`src/rtl/ct_ifu_btb_tag_ctrl_pkg.sv`:
```
// ---------------------------------------------------------------------------
// ct_ifu_btb_tag_ctrl_pkg
// Shared constants and types for the BTB tag-array controller.
//   IDX_W      : set index width (512 sets)
//   TAG_W      : stored tag width
//   ENTRY_W    : one way entry, {valid, tag}
//   STARVE_MAX : cycles a buffered write may wait behind lookups
//   state_e    : controller FSM states
// ---------------------------------------------------------------------------
package ct_ifu_btb_tag_ctrl_pkg;

   localparam int IDX_W      = 9;
   localparam int TAG_W      = 10;
   localparam int ENTRY_W    = 11;
   localparam int STARVE_MAX = 8;
   localparam int NUM_WAYS   = 4;

   typedef enum logic [1:0] {
      INIT_INV = 2'd0,
      IDLE     = 2'd1,
      INV      = 2'd2
   } state_e;

endpackage

```
`src/rtl/ct_ifu_btb_tag_wbuf.sv`:
```
// ---------------------------------------------------------------------------
// ct_ifu_btb_tag_wbuf
// One-entry write buffer for BTB tag updates plus its starvation counter.
// Ports:
//   clk_i, rst_i       : clock, synchronous active-high reset
//   flush_i            : drop any held entry (invalidate sweep running)
//   load_i             : capture index_i/tag_i/way_i (only when empty)
//   issue_i            : held entry is written to the array this cycle
//   full_o             : entry held
//   index_o/tag_o/way_o: held entry
//   starve_o           : entry has been held for STARVE_MAX cycles
// ---------------------------------------------------------------------------
module ct_ifu_btb_tag_wbuf
   import ct_ifu_btb_tag_ctrl_pkg::STARVE_MAX;
#(
   parameter int IDX_W = 9,
   parameter int TAG_W = 10
) (
   input  logic             clk_i,
   input  logic             rst_i,
   input  logic             flush_i,
   input  logic             load_i,
   input  logic             issue_i,
   input  logic [IDX_W-1:0] index_i,
   input  logic [TAG_W-1:0] tag_i,
   input  logic [1:0]       way_i,
   output logic             full_o,
   output logic [IDX_W-1:0] index_o,
   output logic [TAG_W-1:0] tag_o,
   output logic [1:0]       way_o,
   output logic             starve_o
);

   localparam int CNT_W = $clog2(STARVE_MAX);

   logic             full_q, full_d;
   logic [CNT_W-1:0] age_q, age_d;
   logic [IDX_W-1:0] index_q;
   logic [TAG_W-1:0] tag_q;
   logic [1:0]       way_q;

   // age_q counts full cycles already elapsed, so the STARVE_MAX-th full
   // cycle is the one where age_q reaches STARVE_MAX-1.
   assign starve_o = full_q && (age_q == CNT_W'(STARVE_MAX - 1));

   always_comb begin
      full_d = full_q;
      age_d  = age_q;
      if (flush_i || issue_i) begin
         full_d = 1'b0;
         age_d  = '0;
      end else if (load_i) begin
         full_d = 1'b1;
         age_d  = '0;
      end else if (full_q && !starve_o) begin
         age_d  = age_q + CNT_W'(1);
      end
   end

   always_ff @(posedge clk_i) begin
      if (rst_i) begin
         full_q  <= 1'b0;
         age_q   <= '0;
         index_q <= '0;
         tag_q   <= '0;
         way_q   <= '0;
      end else begin
         full_q <= full_d;
         age_q  <= age_d;
         if (load_i && !flush_i) begin
            index_q <= index_i;
            tag_q   <= tag_i;
            way_q   <= way_i;
         end
      end
   end

   assign full_o  = full_q;
   assign index_o = index_q;
   assign tag_o   = tag_q;
   assign way_o   = way_q;

endmodule

```
`src/rtl/ct_ifu_btb_tag_ctrl.sv`:
```
// ---------------------------------------------------------------------------
// ct_ifu_btb_tag_ctrl
// Controller for the 4-way BTB tag SRAM: power-on / requested invalidate
// sweep, lookup with one-cycle tag compare, buffered single-way updates.
// Ports:
//   forever_cpuclk, cpurst          : clock, synchronous active-high reset
//   lkup_vld/index/tag, lkup_rdy    : lookup request and acceptance
//   upd_vld/index/tag/way, upd_rdy  : update request, ready = buffer empty
//   inv_req, inv_busy, inv_done     : full invalidate control/status
//   rslt_vld/hit/hit_way            : lookup result, one cycle after accept
//   btb_tag_*                       : SRAM interface (active-low cen/wen)
// ---------------------------------------------------------------------------
module ct_ifu_btb_tag_ctrl #(
   parameter int IDX_W = ct_ifu_btb_tag_ctrl_pkg::IDX_W,
   parameter int TAG_W = ct_ifu_btb_tag_ctrl_pkg::TAG_W
) (
   input  logic                     forever_cpuclk,
   input  logic                     cpurst,
   input  logic                     lkup_vld,
   input  logic [IDX_W-1:0]         lkup_index,
   input  logic [TAG_W-1:0]         lkup_tag,
   output logic                     lkup_rdy,
   input  logic                     upd_vld,
   input  logic [IDX_W-1:0]         upd_index,
   input  logic [TAG_W-1:0]         upd_tag,
   input  logic [1:0]               upd_way,
   output logic                     upd_rdy,
   input  logic                     inv_req,
   output logic                     inv_busy,
   output logic                     inv_done,
   output logic                     rslt_vld,
   output logic                     rslt_hit,
   output logic [3:0]               rslt_hit_way,
   output logic [9:0]               btb_index,
   output logic                     btb_tag_cen_b,
   output logic                     btb_tag_clk_en,
   output logic [2*(TAG_W+1)-1:0]   btb_tag_din,
   output logic [3:0]               btb_tag_wen,
   input  logic [4*(TAG_W+1)-1:0]   btb_tag_dout
);
   import ct_ifu_btb_tag_ctrl_pkg::*;

   localparam int ENT_W = TAG_W + 1;

   state_e           state_q;
   logic [IDX_W-1:0] sweep_cnt_q;
   logic             inv_done_q;
   logic             rslt_vld_q;
   logic [TAG_W-1:0] lkup_tag_q;

   logic             buf_full, buf_starve;
   logic [IDX_W-1:0] buf_index;
   logic [TAG_W-1:0] buf_tag;
   logic [1:0]       buf_way;

   logic             sweeping, idle_op, lkup_acc, wr_issue, upd_load;
   logic [IDX_W-1:0] arr_index;
   logic [3:0]       hit_way;

   assign sweeping = (state_q != IDLE);
   // Reset is folded in so the array sees no access in a reset cycle.
   assign idle_op  = (state_q == IDLE) && !cpurst;

   // A waiting write takes priority when starved or when the lookup would
   // read the very set it is about to modify.
   assign lkup_rdy = idle_op && !(buf_full && (buf_starve || (buf_index == lkup_index)));
   assign lkup_acc = lkup_vld && lkup_rdy;
   assign wr_issue = idle_op && buf_full && !lkup_acc;
   assign upd_rdy  = idle_op && !buf_full;
   assign upd_load = upd_vld && upd_rdy;

   ct_ifu_btb_tag_wbuf #(
      .IDX_W (IDX_W),
      .TAG_W (TAG_W)
   ) u_wbuf (
      .clk_i    (forever_cpuclk),
      .rst_i    (cpurst),
      .flush_i  (sweeping),
      .load_i   (upd_load),
      .issue_i  (wr_issue),
      .index_i  (upd_index),
      .tag_i    (upd_tag),
      .way_i    (upd_way),
      .full_o   (buf_full),
      .index_o  (buf_index),
      .tag_o    (buf_tag),
      .way_o    (buf_way),
      .starve_o (buf_starve)
   );

   // SRAM request mux: sweep write, lookup read, or buffered single-way write.
   always_comb begin
      btb_tag_cen_b = 1'b1;
      btb_tag_wen   = 4'b1111;
      btb_tag_din   = '0;
      arr_index     = lkup_index;
      if (sweeping && !cpurst) begin
         btb_tag_cen_b = 1'b0;
         btb_tag_wen   = 4'b0000;
         arr_index     = sweep_cnt_q;
      end else if (lkup_acc) begin
         btb_tag_cen_b = 1'b0;
      end else if (wr_issue) begin
         btb_tag_cen_b        = 1'b0;
         btb_tag_wen[buf_way] = 1'b0;
         arr_index            = buf_index;
         // Ways 0/2 share lane 0, ways 1/3 share lane 1.
         if (buf_way[0])
            btb_tag_din[2*ENT_W-1:ENT_W] = {1'b1, buf_tag};
         else
            btb_tag_din[ENT_W-1:0]       = {1'b1, buf_tag};
      end
   end

   assign btb_index      = 10'(arr_index);
   assign btb_tag_clk_en = ~btb_tag_cen_b;

   always_ff @(posedge forever_cpuclk) begin
      if (cpurst) begin
         state_q     <= INIT_INV;
         sweep_cnt_q <= '0;
         inv_done_q  <= 1'b0;
         rslt_vld_q  <= 1'b0;
         lkup_tag_q  <= '0;
      end else begin
         inv_done_q <= 1'b0;
         rslt_vld_q <= lkup_acc;
         if (lkup_acc)
            lkup_tag_q <= lkup_tag;
         case (state_q)
            INIT_INV, INV: begin
               if (&sweep_cnt_q) begin
                  state_q     <= IDLE;
                  sweep_cnt_q <= '0;
                  inv_done_q  <= 1'b1;
               end else begin
                  sweep_cnt_q <= sweep_cnt_q + IDX_W'(1);
               end
            end
            IDLE: begin
               if (inv_req) begin
                  state_q     <= INV;
                  sweep_cnt_q <= '0;
               end
            end
            default: begin
               state_q     <= INIT_INV;
               sweep_cnt_q <= '0;
            end
         endcase
      end
   end

   // Tag compare against the data read in the acceptance cycle.
   for (genvar gi = 0; gi < NUM_WAYS; gi++) begin : g_cmp
      assign hit_way[gi] = rslt_vld_q && btb_tag_dout[gi*ENT_W + ENT_W - 1] &&
                           (btb_tag_dout[gi*ENT_W +: TAG_W] == lkup_tag_q);
   end

   assign rslt_vld     = rslt_vld_q;
   assign rslt_hit_way = hit_way;
   assign rslt_hit     = |hit_way;
   assign inv_busy     = sweeping;
   assign inv_done     = inv_done_q;

endmodule

```
`config.mk`:
```
export PLATFORM = sky130hd
export DESIGN_NAME = ct_ifu_btb_tag_ctrl
export DESIGN_NICKNAME = d
export VERILOG_FILES = /design/src/rtl/ct_ifu_btb_tag_ctrl_pkg.sv /design/src/rtl/ct_ifu_btb_tag_wbuf.sv /design/src/rtl/ct_ifu_btb_tag_ctrl.sv
export SDC_FILE = /design/constraint.sdc
export NUM_CORES = 1
export LEC_CHECK = 0
export ABC_CLOCK_PERIOD_IN_PS = 2050
export BUFFER_PORTS_ARGS = -buffer_cell sky130_fd_sc_hd__buf_2
export CAP_MARGIN = 25
export CORE_MARGIN = 4
export CORE_UTILIZATION = 40
export CTS_CLUSTER_SIZE = 8
export DETAILED_ROUTE_END_ITERATION = 6
export PLACE_DENSITY = 0.69
export SYNTH_ARGS = -nofsm -noshare
export SYNTH_HDL_FRONTEND = slang
export SYNTH_HIERARCHICAL = 1
export SYNTH_SLANG_ARGS = --single-unit
export TNS_END_PERCENT = 20
```
`constraint.sdc`:
```
create_clock -name forever_cpuclk -period 2.05 [get_ports forever_cpuclk]
set_input_delay 0.41 -clock forever_cpuclk [delete_from_list [all_inputs] [get_ports forever_cpuclk]]
set_output_delay 0.41 -clock forever_cpuclk [all_outputs]
set_load 0.1 [all_outputs]
```
==> results of run 1 <==
## cell usage in the layout, fill, tap and decap left out, types with 3 or more instances in the layout
master	instances
a21oi_1	26
a21oi_2	10
a21oi_4	5
a31oi_4	9
and2_1	3
and2_4	13
and3_1	10
and3_4	6
buf_12	47
buf_2	91
buf_4	47
buf_6	6
buf_8	3
clkbuf_8	5
dfxtp_1	29
dfxtp_2	17
nand2_1	48
nand3_1	16
nand3_4	9
nand4_1	6
nor2_1	17
nor2_4	10
nor3_1	5
nor4_1	3
o21ai_2	19
or4_4	3
xnor2_1	6
xnor2_2	13
xor2_1	34
## power breakdown
part / switching (mW) / total (mW) / internal [mW]
sequential: 0.00750 / 0.941 / 0.934
combinational: 0.330 / 0.566 / 0.236
clock: 0.355 / 0.601 / 0.245
total: 0.693 / 2.11 / 1.42
## metal layers
layer	global-route usage (%)	wire, um	up-vias
met5	0	7	-
met4	5.29	302	2
met3	7.93	854	27
met2	40.4	5880	145
met1	28.0	4610	1665
li1	-	-	1701
## cell type report
cell class,instances,area [sq um]
multi-input cells,314,2660
fillers,527,1940
repair buffers,194,1860
flip-flops and latches,48,990
well taps,102,128
clock buffers,5,68.8
clock inverters,3,22.5
inverters,3,15.0
## registers in the layout (all words and copies together), names as in the netlist
signal and flops:
inv_done 1, u_wbuf/index_o 9, rslt_vld 1, u_wbuf/full_o 1
state_q 2, u_wbuf/way_o 2, sweep_cnt_q 9, lkup_tag_q 10
u_wbuf/tag_o 10, u_wbuf/age_q 3
## stage by stage
step	power [mW]	setup slack (ps)	hold WS [ps]	TNS, ps
2_1_floorplan	1.26	-1050	434	-23400
3_3_place_gp	1.48	-302	448	-13520
3_5_place_dp	1.49	-393	455	-13510
4_1_cts	2.10	-407	319	-13570
5_1_grt	2.18	-508	324	-18020
6_report	2.11	-421	321	-14540
## cell families (layout without fill, tap and decap cells)
logic type                 Yosys count  in the layout
muxes                                2              2
DFF                                 48             48
AOI/OAI and AO/OA                   79             79
buffers and inverters               35            205
and+or+nand+nor                    173            174
adders and majority gates            4              4
xor gates and xnor gates            54             54
other                                1              1
## worst max path at each step
stage	startpoint	to	slack, ps	cells after the start
final	u_wbuf/age_q[1]	btb_index[3]	-420	8
after global routing	state_q[0]	btb_tag_din[1]	-510	8
after CTS	u_wbuf/age_q[0]	btb_index[6]	-410	9
after detailed placement	lkup_index[3]	btb_tag_din[18]	-390	7
after global placement	lkup_index[3]	btb_index[0]	-300	7
after floorplan	btb_tag_dout[8]	rslt_hit	-1050	5
## worst reg2reg max path, stage by stage, from the launching register on
cell	delay (ps)
dfxtp_2	350
ha_4	160
ha_4	150
and2_4	150
nand2b_4	180
nand2_8	110
nand2_4	130
buf_4	170
or4_4	500
nor2_1	120
## repair_timing
| action | CTS | global route |
|---|---|---|
| endpoints found under the setup margin | 45 | 53 |
| buffers inserted | 2 | 0 |
| gates resized for setup | 79 | 35 |
| hold buffers | 0 | 0 |
| hold endpoints to repair | 0 | 0 |
| pin swaps | 28 | 13 |
| gates cloned | 2 | 0 |
==> metrics.txt, run 1 <==
Clk pin slew, worst setup/hold paths roughly 100 ps; Post-Route WL 11.7 mm; r2r startpoint u_wbuf/age_q[1]; clk sinks 48; dpl hpwl 8.24 mm; FF-to-FF End u_wbuf/age_q[1]; cells on worst reg2reg path 9; drt initial violations 122; CTS tree built; share of the synthesized area in the top cell type between 30% and 40%; kind of critical path register to primary output; adder-cell area share of the yosys netlist 1.59%; Setup violations, final 44; Mapped Area 3150 sq um; Routed Antenna Nets 0; final instance area approximately 5700 sq um; CP dominant cell by count ha_4; most common flop cell mapped by yosys dfxtp_1; Max stage delay cell, worst path dfxtp_2; crit-path cells ha_4 > ha_4 > and2_4 > nand2b_4 > and3_4 > o21ai_2 > a31oi_4 > buf_12; fin crit period roughly 2500 ps; Chip Height 96.7 um; first-pass iteration count of the detailed router 5; Initial Util 41.0%; drt via density between 5 and 6; Worst Hold End u_wbuf/index_o[3]; Worst path top cell family by delay simple AND/OR/NAND/NOR gates; IO Port Bufs ~140; largest cells by area after synthesis dfxtp_1 31%, xor2_1 9.7%, nand2_1 5.8%, xnor2_1 5.0%, a21oi_1 4.9%; Core ar. 7690 sq um; post-synthesis xor/xnor area fraction 15.3%; worst skew pair latency 310 ps; row cnt 32; Commonest cells post-synth 49 x nand2_1, 48 x dfxtp_1, 35 x xor2_1; Worst Hold Class input pin to register; Tot GR Track Use 23.4%; post-synthesis compound-gate area fraction 16.2%; global-route wire length before repair 18.3 mm; Final Non-Filler Cells 669; post-synthesis mux area share 0.636%; gpl congestion 0.911; DRC viols 0; WP data arrival 2060 ps; failing checks setup timing; Die ar. 9360 sq um; cell with the most instances after synthesis nand2_1; cts bufs inserted 5; max_cap viols 0; cell count after synthesis 396; Pins Over Slew Limit 0; Placed Instances approximately 660; Mean Syn Cell Area 7.95 sq um; I/O pin count 137; CTS Root Cell clkbuf_8; via count 3540; largest family of logic cells by synthesized area simple AND/OR/NAND/NOR gates; Final Skew 10.7 ps; Seq/Total Area, Yosys 30.5%; vias in the first global route 3716; Seq cells post-synth 48; EDFF count, synth 0; Final period util 121%; maximum vdd drop 404 uV; layout cell share with drive strength beyond 1 roughly three fifths; aggregate global routing overflow 0; Area Overhead vs Synth 82.5%; CP max stage delay around 350 ps; syn nets 489; Die Wd 96.7 um; leakage power 2.38 nW; Max Freq 405 MHz; clk buf depth 2; Worst EP required 1640 ps; reg2reg setup slack -20 ps; status complete, but fails checks; Yosys top cell by area dfxtp_1; pwr dens 367 nW/um^2; Nets 659; ys async rst share 0%; n_diodes 0; min-delay src upd_index[3]; Avg WL per Cell 17.4 um; Final Hold Viols 0; synth unique cells 50; startpoint types register; Slew HR between 50% and 60%; Setup crit end kind primary output; H-tree lvl count 2; Post-DP Area 5200 sq um; worst slew pin tran 624 ps; utilization after layout 74.8%; Hold Path Depth 3; RSZ-0062 raised after global routing true; simple-gate area share of the yosys netlist 29.2%; Crit Path Max Fanout 5; initial antenna violation count 1; final setup margin -421 ps; synthesis warning total 6; largest net degree at the start of global routing 26; CP Buf/Inv Count 1
Power figures use the tool's default switching activity.
==> run 2, diff against run 1 <==
Settings changed: CTS_BUF_LIST set to sky130_fd_sc_hd__clkbuf_8, MAX_ROUTING_LAYER set to met4.
==> run 2 against run 1 <==
The flow still finishes with violations (setup timing). Core utilization is 0.75 points higher. Power is 10% higher. Worst setup slack worse by 11 ps. Global-route usage is 1.2 points higher. Die area stayed put. Critical path depth is 1 higher. Sequential share of layout area is 0.24 points lower. Cell count is 0.15% higher. First-iteration DRC count is 15% higher. Sequential power hardly changed. Critical path type unchanged. Largest cell class unchanged.
==> metrics.txt, run 2 (synthesis gave the netlist of run 1 again) <==
Post-Route WL 11.6 mm (-0.69%); Avg WL per Cell 17.3 um (-0.83%); FF-to-FF End u_wbuf/age_q[1]; status complete, but fails checks; max_cap viols 0 (unchanged); Tot GR Track Use 24.6% (+1.2 points); WL met3 735 um (-14%); WP data arrival 2070 ps (about the same); I/O pin count 137 (unchanged); dpl hpwl 8.43 mm (+2.4%); Chip Height 96.7 um (unchanged); failing checks setup timing; row cnt 32 (unchanged); worst slew pin tran 569 ps (-55.4 ps); Setup crit end kind primary output; IO Port Bufs 135 (unchanged); Die ar. 9360 sq um (unchanged); aggregate global routing overflow 0 (unchanged); clk sinks 48 (unchanged); Final Hold Viols 0 (unchanged); met1 wire length 4.50 mm (-2.5%); final instance area 5800 sq um (+1.0%); via count 3570 (+0.85%); hold_buf cts 0 (unchanged); max layer used met4; min-delay src upd_way[0]; worst hold margin 333 ps (+12.2 ps); CTS Root Cell clkbuf_8; cells on worst reg2reg path 9 (unchanged); drt via density 5.33 (+0.70%); r2r startpoint u_wbuf/age_q[1]; clk buf depth 2 (unchanged); Die Wd 96.7 um (unchanged); Worst EP required 1640 ps (about the same); final setup margin -432 ps (-11.4 ps); Routed Antenna Nets 0 (unchanged); most frequent cells in the layout 91 x buf_2, 50 x buf_4, 49 x buf_12; Pins Over Slew Limit 0 (unchanged); Setup violations, final 43 (-2.3%); Final Skew 5.98 ps (-4.72 ps); Hold Path Depth 3 (unchanged); worst skew pair latency 300 ps (about the same); leakage power 2.40 nW (+0.67%); gpl congestion 0.894 (-1.9%); H-tree lvl count 2 (unchanged); Initial Util 41.0% (unchanged); Area Overhead vs Synth 84.3%; pwr dens 400 nW/um^2 (+9.0%); maximum vdd drop 316 uV (-22%); Post-DP Area 5200 sq um (unchanged); Max Freq 403 MHz (-0.46%); drt initial violations 140 (+15%); Worst Hold Class input pin to register; Final period util 121% (+0.55 points); Clk pin slew, worst setup/hold paths 90 ps (about the same); kind of critical path register to primary output; global-route wire length before repair 18.6 mm (+1.6%); Worst Hold End u_wbuf/way_o[0]; utilization after layout 75.5% (+0.75 points); Slew HR 61.9% (+3.7 points); CTS tree built; setup total negative slack -14240 ps (+302 ps); cts bufs inserted 5 (unchanged); vias in the first global route 3779 (+1.7%); reg2reg setup slack -10 ps (about the same); met2 routed WL 6.10 mm (+3.7%); first-pass iteration count of the detailed router 4 (-1); initial antenna violation count 1 (unchanged); Core ar. 7690 sq um (unchanged); layout cell share with drive strength beyond 1 60.8% (+0.35 points); Crit Path Max Fanout 5 (unchanged); Nets 660 (+0.15%); DRC viols 0 (unchanged); startpoint types register; Place WS -366 ps (+26.4 ps); fin crit period 2480 ps (+11.4 ps); largest net degree at the start of global routing 29 (+12%); RSZ-0062 raised after global routing true; most common cell after layout, fill and taps aside buf_2
[run 2: cell count changes in the layout (fill, tap and decap cells not counted), moves of 3 or more]
cell     previous run  this run
o21ai_2            19        16
and3_1             10         7
and3_4              6         9
o21ai_4             0         3
dfxtp_2            17        14
nand3_2             1         4
buf_4              47        50
nand3_4             9         6
dfxtp_1            29        32
buf_8               3         0
[run 2: repair_timing]
action,in CTS,in global routing
endpoints found under the setup margin,46,52
pin swaps,33,8
gates cloned,2,0
buffers inserted,2,1
gates resized for setup,80,34
endpoints found under the hold margin,0,0
[run 2: how the worst max path moves through the flow]
stage	start	endpoint	slack, ps	cells after the start
2_1_floorplan	btb_tag_dout[8]	rslt_hit	-1050	5
3_3_place_gp	lkup_index[6]	lkup_tag_q[6]	-310	7
3_5_place_dp	lkup_index[8]	btb_tag_din[17]	-370	7
4_1_cts	u_wbuf/age_q[0]	btb_index[0]	-400	9
5_1_grt	u_wbuf/index_o[1]	btb_tag_din[0]	-490	8
6_report	u_wbuf/age_q[1]	btb_index[0]	-430	9
[run 2: metrics by stage]
step                      std cells  total power [mW]
final                           670              2.32
after global routing            670              2.39
after CTS                       668              2.30
after floorplan                 396              1.26
after detailed placement        657              1.49
after global placement          656              1.48
[run 2: worst max-delay path: stages, from the launching register on]
cell	delay (ps)
dfxtp_2	350
ha_4	160
ha_4	150
and2_4	150
nand2b_4	170
nand2_8	110
buf_12	140
nand3_4	70
a31oi_4	250
buf_12	210
[run 2: layer usage]
layer / vias up / track usage [%]
li1: 1695 / -
met5: - / -
met3: 20 / 5.77
met4: 0 / 6.80
met1: 1699 / 28.1
met2: 156 / 43.0
[run 2: layout make-up]
| class | count | area [sq um] |
|---|---|---|
| sequential | 48 | 986 |
| timing repair buffer | 195 | 1870 |
| fill | 509 | 1880 |
| inverter | 3 | 15.0 |
| clock buffer | 5 | 68.8 |
| clock inverter | 2 | 60.1 |
| antenna | 1 | 2.50 |
| tap | 102 | 128 |
| multi-input combinational | 314 | 2680 |
[run 2: power breakdown]
group	internal, mW	total, mW	switching [mW]	leakage, nW
Combinational	0.236	0.564	0.328	1.94
Sequential	0.934	0.942	0.00796	0.396
Clock	0.481	0.814	0.333	0.0642
Total	1.65	2.32	0.670	2.40
